[src/rtl/cnn_frame_sequencer.sv]
// cnn_frame_sequencer: control sequencer for the pixel-load -> conv -> readout pipeline of the 8x8 CNN accelerator.
//   clk, reset     : clock, synchronous active-high reset
//   start, abort   : begin a frame (IDLE only) / return to IDLE from anywhere
//   pix_*, buf_*   : pixel handshake and image-buffer write strobe/address
//   conv_*         : per-window launch pulse, window index, completion
//   res_*          : result readout handshake and read index
//   busy, frame_done, err : status, end-of-frame pulse, sticky timeout flag
module cnn_frame_sequencer #(
  parameter int NUM_PIXELS    = 64,
  parameter int NUM_POSITIONS = 36,
  parameter int TIMEOUT       = 64,
  parameter int IDXW          = 6
) (
  input  logic            clk,
  input  logic            reset,
  input  logic            start,
  input  logic            abort,
  input  logic            pix_valid,
  output logic            pix_ready,
  output logic            buf_we,
  output logic [IDXW-1:0] buf_addr,
  output logic            conv_start,
  output logic [IDXW-1:0] conv_pos,
  input  logic            conv_done,
  output logic            res_valid,
  input  logic            res_ready,
  output logic [IDXW-1:0] res_idx,
  output logic            busy,
  output logic            frame_done,
  output logic            err
);
  localparam int TW = $clog2(TIMEOUT + 1);
  localparam logic [IDXW-1:0] LAST_PIX = IDXW'(NUM_PIXELS - 1);
  localparam logic [IDXW-1:0] LAST_POS = IDXW'(NUM_POSITIONS - 1);
  localparam logic [TW-1:0]   LAST_TMO = TW'(TIMEOUT - 1);
  typedef enum logic [1:0] {IDLE, LOAD, COMPUTE, READOUT} state_t;
  state_t state_q, state_d;
  logic [IDXW-1:0] addr_q, addr_d, pos_q, pos_d, idx_q, idx_d;
  logic [TW-1:0] tmo_q, tmo_d;
  logic conv_start_q, conv_start_d, frame_done_q, frame_done_d, err_q, err_d;
  logic done, hs;
  assign pix_ready  = state_q == LOAD;
  assign buf_we     = pix_valid & pix_ready;
  assign res_valid  = state_q == READOUT;
  assign hs         = res_valid & res_ready;
  // a completion coinciding with its own launch pulse is not a real completion
  assign done       = conv_done & ~conv_start_q;
  assign buf_addr   = addr_q;
  assign conv_pos   = pos_q;
  assign res_idx    = idx_q;
  assign conv_start = conv_start_q;
  assign frame_done = frame_done_q;
  assign err        = err_q;
  assign busy       = state_q != IDLE;
  always_comb begin
    state_d      = state_q;
    addr_d       = addr_q;
    pos_d        = pos_q;
    idx_d        = idx_q;
    tmo_d        = tmo_q;
    err_d        = err_q;
    conv_start_d = 1'b0;
    frame_done_d = 1'b0;
    if (abort) begin
      state_d = IDLE;
      addr_d  = '0;
      pos_d   = '0;
      idx_d   = '0;
      tmo_d   = '0;
    end else begin
      case (state_q)
        IDLE: if (start) begin
          state_d = LOAD;
          addr_d  = '0;
          pos_d   = '0;
          idx_d   = '0;
          tmo_d   = '0;
          err_d   = 1'b0;
        end
        LOAD: if (buf_we) begin
          addr_d = addr_q == LAST_PIX ? '0 : addr_q + 1'b1;
          if (addr_q == LAST_PIX) begin
            state_d      = COMPUTE;
            conv_start_d = 1'b1;
            tmo_d        = '0;
          end
        end
        COMPUTE: begin
          // completion takes precedence over a timeout expiring in the same cycle
          if (done) begin
            tmo_d        = '0;
            pos_d        = pos_q == LAST_POS ? '0 : pos_q + 1'b1;
            conv_start_d = pos_q != LAST_POS;
            state_d      = pos_q == LAST_POS ? READOUT : COMPUTE;
          end else if (tmo_q == LAST_TMO) begin
            state_d = IDLE;
            err_d   = 1'b1;
            pos_d   = '0;
            tmo_d   = '0;
          end else begin
            tmo_d = tmo_q + 1'b1;
          end
        end
        READOUT: if (hs) begin
          idx_d = idx_q == LAST_POS ? '0 : idx_q + 1'b1;
          if (idx_q == LAST_POS) begin
            state_d      = IDLE;
            frame_done_d = 1'b1;
          end
        end
        default: state_d = IDLE;
      endcase
    end
  end
  always_ff @(posedge clk) begin
    if (reset) begin
      state_q      <= IDLE;
      addr_q       <= '0;
      pos_q        <= '0;
      idx_q        <= '0;
      tmo_q        <= '0;
      conv_start_q <= 1'b0;
      frame_done_q <= 1'b0;
      err_q        <= 1'b0;
    end else begin
      state_q      <= state_d;
      addr_q       <= addr_d;
      pos_q        <= pos_d;
      idx_q        <= idx_d;
      tmo_q        <= tmo_d;
      conv_start_q <= conv_start_d;
      frame_done_q <= frame_done_d;
      err_q        <= err_d;
    end
  end
endmodule

[config.mk]
export PLATFORM = sky130hd
export DESIGN_NAME = cnn_frame_sequencer
export DESIGN_NICKNAME = d
export VERILOG_FILES = /design/src/rtl/cnn_frame_sequencer.sv
export SDC_FILE = /design/constraint.sdc
export NUM_CORES = 1
export LEC_CHECK = 0
export CORE_MARGIN = 8
export CORE_UTILIZATION = 27
export DETAILED_ROUTE_END_ITERATION = 10
export PLACE_DENSITY = 0.44
export SLEW_MARGIN = 5
export SYNTH_ARGS = -nofsm -noshare
export SYNTH_HDL_FRONTEND = slang
export SYNTH_SLANG_ARGS = --single-unit
export TNS_END_PERCENT = 30
[constraint.sdc]
create_clock -name clk -period 2.5 [get_ports clk]
set_input_delay 0.5 -clock clk [delete_from_list [all_inputs] [get_ports clk]]
set_output_delay 0.5 -clock clk [all_outputs]
set_load 0.005 [all_outputs]
Word-level counts from Yosys, hierarchy flattened
Index checks and enable logic that the tools add are counted.

Register bits after elaboration: 30. Memories: 0. Bits in read-only memories: 0. Output and inout port bits: 25. RAM bits: 0. Latch bits: 0.

Div/mod/pow operators: 0. Muxes and demuxes: 35. Magnitude comparators: 0. Shifts and indexed selects: 0. Add/subtract/negate cells: 4. Reduce and logical (&&, ||, !) cells: 14. $mul: 0. Equal/unequal tests: 16. Bitwise gates (word level): 7.

Operators by type and width (count): two-way mux 6 bit (8); case mux 6 bit (2 select lines) (3); two-way mux 7 bit (5); case mux 7 bit (3 select lines) (1); adder 6 x 1 -> 6 bit, second input constant (3); == test 6 bit, second input constant (3); two-way mux 2 bit (7); AND reduction 3 bit (3); two-way mux 1 bit (8); != test 2 x 1 -> 1 bit, second input constant (4); case mux 2 bit (4 select lines) (1); nonzero test 2 bit (4); adder 7 x 1 -> 7 bit, second input constant (1); == test 7 x 6 -> 1 bit, second input constant (1); != test 2 bit, second input constant (3); != test 6 bit, second input constant (1); AND reduction 6 bit (1); AND reduction 5 bit (1); == test 2 bit, second input constant (2); inverter 1 bit (4); case mux 1 bit (2 select lines) (2); AND reduction 4 bit (1); OR reduction 4 bit (1); AND 1 bit (3); 5 further kinds (5).

Longest topological paths before layout
Gate-level depths: netlist of the first run.

Depth in word-level cells: 4. Depth in mapped cells: 8. Gate-level depth less buffers: 6.

Worst setup path before layout of the first run
OpenSTA, ideal clock, no wires.

Path kind: reg2reg. Start point: register state_q[0]. End point: register tmo_q[3]. Arrival time: 1.679 ns. Path slack: 0.697 ns. Path buffers: 1. Clock period less this slack: 1.803 ns. Data required time: 2.376 ns. Setup time: 0.124 ns. Stages on the path, launching flop included: 8. Cells stage by stage: dfxtp_1 > inv_1 > ha_1 > buf_4 > nor2b_1 > or3_1 > a211oi_1 > o22ai_1.

Cells in the longest elaborated chain, start to end: 4.

RTL lines: start: declaration (RTL line 37) `state_t state_q, state_d;`; start signal: assignment (RTL line 126) `state_q <= state_d;`; == test 2 x 1 -> 1 bit (RTL line 42, 71); AND 1 bit (RTL line 43) `assign buf_we = pix_valid & pix_ready;`; != test 2 x 1 -> 1 bit (no line); AND reduction 4 bit (no line); end signal: assignment (RTL line 130) `tmo_q <= tmo_d;`; end: declaration (RTL line 39) `logic [TW-1:0] tmo_q, tmo_d;`.

Parallel ways exist; a longest one is shown, timed or not. A chain may end at the register's enable or synchronous reset.

Worst setup path after layout of the first run
Start point: register state_q[1]. End point: output buf_we.

Cells in the longest elaborated chain, start to end: 2.

RTL lines: == test 2 x 1 -> 1 bit (RTL line 42) `assign pix_ready = state_q == LOAD;`; AND 1 bit (RTL line 43); end: declaration (RTL line 20) `output logic buf_we,`.

Every way passes these cells.

==> results.json, run 1 <==
{
  "synth_top_area_share_pct": 35.24,
  "layout.nets": 256,
  "syn_nets": 219,
  "end_kind": "output port",
  "grt_pass1_wl_mm": 7.790,
  "synth_area_leaders": "dfxtp_1 (35%), ha_1 (6.6%), nand2_1 (4.0%), a21oi_1 (3.8%), nand3_1 (3.5%)",
  "synth_enable_flop_cells": 0,
  "worst-path-buf-inv": 2,
  "io_pins": 32,
  "drive_above_1_share_pct": 8.299,
  "antenna_found_initial": 0,
  "yosysTopAreaCell": "dfxtp_1",
  "first_pass_iters": 4,
  "status": "completed",
  "path_cells": "inv_1, ha_1, and2_1, clkdlybuf4s50_1",
  "synth_cells": 203,
  "power_mw": 1.025,
  "drv_cap": 0,
  "num_rows": 29,
  "synth_top_flop_cell": "dfxtp_1",
  "wire_per_inst_microns": 14.44,
  "yosysUniqueCellTypes": 49,
  "start_util_pct": 27.31,
  "clkTransAtPathRegs_ns": 0.07,
  "rsz0062_at_grt": "false",
  "postCtsSetupRepairBufs": 0,
  "tritoncts": "yes",
  "gp_congestion": 0.7576,
  "synth-seq-cells": 30,
  "clock_latency_ns": 0.28,
  "fin_crit_ns": 2.313,
  "numCtsBuffers": 5,
  "die-area_sq_um": 9110,
  "grt_max_degree": 18,
  "first_global_vias": 1507,
  "place_area_sq_um": 2118,
  "core_area_sq_um": 6241,
  "post_cts_resized": 0,
  "clock-sinks": 30,
  "stdcell_count": 318,
  "hpwl_mm": 3.446,
  "slew_headroom_pct": 58.00,
  "clockBufferDepth": 2,
  "worst_path_largest_cell_delay_ns": 0.51,
  "finalHoldViolCount": 0,
  "min_path_type": "flip-flop to flip-flop",
  "crit_family": "buffers and inverters",
  "grt_usage_pct": 10.67,
  "timing.final.crit_share_pct": 92.53,
  "root_buffer": "clkbuf_8",
  "tightest_slew_ns": 0.6125,
  "totalNegativeSetupSlack_ns": 0,
  "syn_to_final_growth_pct": 29.66,
  "drv_slew": 0,
  "clock_skew_ns": 0.002100,
  "drc_errors": 0,
  "synth_seq_area_share_pct": 35.24,
  "yosysMostFrequentCell": "dfxtp_1",
  "die_x_microns": 95.45,
  "first_iter_violations": 53,
  "fmax_mhz": 432.3,
  "portBuffers": 31,
  "final_antenna_net_count": 0,
  "crit_arrival_ns": 1.81,
  "dp.cells": 310,
  "overflow": 0,
  "synthTopCellsByCount": "dfxtp_1 (30), nand2_1 (18), a21oi_1 (13)",
  "ir_drop_mv": 0.1713,
  "critPathRequiredTime_ns": 2.00,
  "critPathKind": "flip-flop to output port",
  "crit_fanout": 9,
  "ys_async_sr_fraction_pct": 0,
  "vias_per_cell": 5.094,
  "final_area_sq_um": 2210,
  "synth_area_sq_um": 1704,
  "die_y_microns": 95.45,
  "final_core_util_pct": 35.41,
  "routed_wl_mm": 4.591,
  "dr_total_vias": 1620,
  "critical_path.startpoint_type": "flip-flop",
  "synth_area_per_cell_sq_um": 8.395,
  "cts_max_level": 2,
  "p_per_area_nw_per_um2": 464.0,
  "cp_slowest_cell": "clkdlybuf4s50_1",
  "p_leak_nw": 0.7305,
  "cts_hold_buf": 0,
  "diodes": 0,
  "setup_viol": 0,
  "synth_warnings": 0
}
[state kept, by name, indices dropped and copies added (netlist names)]
register,cells
conv_pos,6
tmo_q,7
conv_start,1
res_idx,6
buf_addr,6
state_q,2
frame_done,1
err,1
[worst register-to-register path, delay by kind of cell, from the launching register on]
family	cells	cell delay (ns)
AND/OR/NAND/NOR	2	0.81
buffers and inverters	1	0.12
adder cells (fa/ha/maj)	1	0.34
AO/OA/AOI/OAI	1	0.08
flip-flops	1	0.34
multiplexers	1	0.22
[kinds of logic after synthesis]
logic type / Yosys count / synth area share (%)
muxes: 5 / 3.010
adders and majority gates: 9 / 6.608
AOI/OAI and AO/OA: 49 / 18.43
DFF: 30 / 35.24
and+or+nand+nor: 91 / 30.10
xor gates and xnor gates: 5 / 2.570
buffers and inverters: 14 / 4.038
[final cells by class]
cell class / count / area, sq um
Fill cell: 687 / 4031
Multi-Input combinational cell: 159 / 1040
Sequential cell: 30 / 600.6
Timing Repair Buffer: 37 / 355.3
Tap cell: 77 / 96.34
Clock buffer: 7 / 86.33
Inverter: 7 / 26.28
Clock inverter: 1 / 5.005
[layer usage]
layer	track usage (%)	part of all wire (%)
met5	0	0
met2	15.94	45
met3	3.622	5.6
met1	14.06	49
met4	3.457	0.91
[cells in the final DEF (no fill, tap or decap), drive strengths merged, types with 2 or more instances in the layout]
| cell type | n |
|---|---|
| nor3 | 8 |
| nor2 | 12 |
| nand3 | 12 |
| inv | 7 |
| mux2i | 4 |
| xnor2 | 5 |
| nand2 | 18 |
| nand3b | 2 |
| o21ai | 12 |
| a21oi | 14 |
| a32o | 2 |
| o211ai | 3 |
| and3 | 2 |
| nor3b | 2 |
| nor4b | 4 |
| a31oi | 4 |
| clkbuf | 7 |
| dfxtp | 30 |
| ha | 9 |
| or4 | 2 |
| nor4 | 4 |
| buf | 6 |
| o31ai | 3 |
| clkdlybuf4s50 | 31 |
| a21boi | 2 |
| nand4 | 4 |
| and2 | 3 |
| nor2b | 5 |
| a211oi | 4 |
| or3 | 7 |
[final timing paths]
kind | start | end | slack (ns) | depth (start not counted)
worst max-delay path | state_q[1] | buf_we | 0.19 | 4
worst min-delay path | tmo_q[6] | tmo_q[6] | 0.44 | 2
worst max register to register | state_q[0] | buf_addr[3] | 0.47 | 6
worst min register to register | tmo_q[6] | tmo_q[6] | 0.44 | 2
[power by group]
group          switching, mW  total [mW]  internal (mW)
sequential           0.00417       0.486          0.481
combinational         0.0753       0.130         0.0543
clock                  0.188       0.410          0.222
total                  0.268        1.03          0.758
[per-stage QoR]
step | worst slack (ns) | hold WS, ns
2_1_floorplan | 0.6968 | 0.4080
5_1_grt | 0.03428 | 0.4581
6_report | 0.1866 | 0.4400
3_3_place_gp | 0.3391 | 0.4346
4_1_cts | 0.1684 | 0.4432
3_5_place_dp | 0.3310 | 0.4302
Power figures use the tool's default switching activity.
==> inputs of run 2 (changes only) <==
--- a/config.mk
+++ b/config.mk
@@ -6,9 +6,10 @@
 export NUM_CORES = 1
 export LEC_CHECK = 0
 export CORE_MARGIN = 8
-export CORE_UTILIZATION = 27
+export CORE_UTILIZATION = 51
 export DETAILED_ROUTE_END_ITERATION = 10
-export PLACE_DENSITY = 0.44
+export HOLD_SLACK_MARGIN = 0.06
+export PLACE_DENSITY = 0.75
 export SLEW_MARGIN = 5
 export SYNTH_ARGS = -nofsm -noshare
 export SYNTH_HDL_FRONTEND = slang
==> run 2 against run 1 <==
Clock skew up 0.0060 ns. Total power down 11%. Critical path type unchanged. First-iteration DRC count up 140%. Core utilization up 29 points. Clock power down 25%. Largest power group unchanged. Final area down 4.2%. Combinational power down 4%. Non-clock buffer count down 3. Flip-flop and latch count unchanged. Worst setup slack worse by 0.032 ns. Fmax down 1.4%.
==> results.json, run 2 (synthesis results as in run 1) <==
{
  "status": "completed",
  "finalHoldViolCount": 0,
  "io_pins": 32,
  "first_iter_violations": 125,
  "first_global_vias": 1620,
  "largest_register_ffs": 7,
  "wire_per_inst_microns": 15.24,
  "drive_above_1_share_pct": 7.143,
  "final_common_cell": "clkdlybuf4s50_1",
  "fin_crit_ns": 2.346,
  "diodes": 0,
  "grt_max_degree": 21,
  "root_buffer": "clkbuf_4",
  "antenna_found_initial": 0,
  "clock_skew_ns": 0.008083,
  "met2_wirelength_mm": 2.046,
  "critPathKind": "flip-flop to output port",
  "syn_to_final_growth_pct": 24.23,
  "die_y_microns": 73.81,
  "mostFrequentLayoutCells": "clkdlybuf4s50_1 (31), dfxtp_1 (30), nand2_1 (18), a21oi_1 (13)",
  "start_util_pct": 51.89,
  "rsz0062_at_grt": "false",
  "p_per_area_nw_per_um2": 432.9,
  "power_mw": 0.9165,
  "routed_wl_mm": 4.329,
  "multiInputGateArea_sq_um": 1040,
  "fmax_mhz": 426.3,
  "portBuffers": 31,
  "drv_cap": 0,
  "grt_pass1_wl_mm": 7.320,
  "die-area_sq_um": 5447,
  "post_cts_resized": 0,
  "first_pass_iters": 4,
  "overflow": 0,
  "end_kind": "output port",
  "cts_max_level": 2,
  "postCtsSetupRepairBufs": 0,
  "critical_path.startpoint_type": "flip-flop",
  "die_x_microns": 73.81,
  "drc_errors": 0,
  "final_antenna_net_count": 0,
  "numCtsBuffers": 5,
  "core_area_sq_um": 3284,
  "totalNegativeSetupSlack_ns": 0,
  "dr_total_vias": 1723,
  "num_rows": 21,
  "met3WireLength_microns": 407,
  "slew_headroom_pct": 62.69,
  "regMostFlops": "tmo_q",
  "wl_met1_mm": 1.806,
  "ir_drop_mv": 0.2824,
  "timing.final.crit_share_pct": 93.83,
  "dp.cells": 276,
  "hpwl_mm": 3.194,
  "clockBufferDepth": 2,
  "final_core_util_pct": 64.46,
  "topRoutingLayerUsed": "met4",
  "seq_area_sq_um": 600.6,
  "cts_hold_buf": 0,
  "clkTransAtPathRegs_ns": 0.09,
  "gp_congestion": 0.8699,
  "crit_fanout": 9,
  "p_leak_nw": 0.7027,
  "tightest_slew_ns": 0.5441,
  "layout.nets": 253,
  "clock_latency_ns": 0.33,
  "stdcell_count": 284,
  "min_path_type": "flip-flop to flip-flop",
  "critPathRequiredTime_ns": 2.00,
  "vias_per_cell": 6.067,
  "tritoncts": "yes",
  "drv_slew": 0,
  "grt_usage_pct": 17.07,
  "crit_arrival_ns": 1.85,
  "clock-sinks": 30,
  "setup_viol": 0,
  "fillers": 310
}
-- run 2: changes by cell type in the layout (fill, tap and decap cells not counted) --
cell and delta:
clkbuf_8 -5, buf_4 -3, clkbuf_4 +5
-- run 2: final cells by class --
| class | count | area share (%) |
|---|---|---|
| timing repair buffer | 34 | 15.72 |
| tap | 46 | 2.719 |
| sequential | 30 | 28.37 |
| clock buffer | 7 | 2.600 |
| clock inverter | 1 | 0.2364 |
| inverter | 7 | 1.241 |
| multi-input combinational | 159 | 49.11 |
-- run 2: metrics by stage --
| stage | area, sq um | hold WS [ns] | setup WS, ns |
|---|---|---|---|
| floorplan | 1704 | 0.4080 | 0.6968 |
| global placement | 2057 | 0.4179 | 0.3854 |
| detailed placement | 2057 | 0.4289 | 0.3225 |
| CTS | 2117 | 0.4415 | 0.1510 |
| global route | 2117 | 0.4643 | 0.01560 |
| finish | 2117 | 0.4460 | 0.1542 |
-- run 2: metal layers --
| metal | vias to the layer above | GRT usage (%) |
|---|---|---|
| met4 | 0 | 8.426 |
| met1 | 814 | 19.07 |
| met2 | 75 | 27.36 |
| li1 | 826 | - |
| met5 | - | 0 |
| met3 | 8 | 6.821 |
-- run 2: final timing paths --
kind,start,slack [ns],depth (start not counted),endpoint
hold / removal,tmo_q[6],0.45,2,tmo_q[6]
setup reg to reg,state_q[0],0.47,6,state_q[0]
setup / recovery,state_q[1],0.15,4,buf_we
hold reg to reg,tmo_q[6],0.45,2,tmo_q[6]
-- run 2: worst max-delay path: stages (launching register included) --
cell             delay, ns
dfxtp_1               0.37
inv_1                 0.12
ha_1                  0.31
and2_1                0.20
clkdlybuf4s50_1       0.52
-- run 2: power breakdown --
group | switching, mW | internal, mW
clock | 0.170 | 0.136
sequential | 0.00411 | 0.481
combinational | 0.0730 | 0.0524
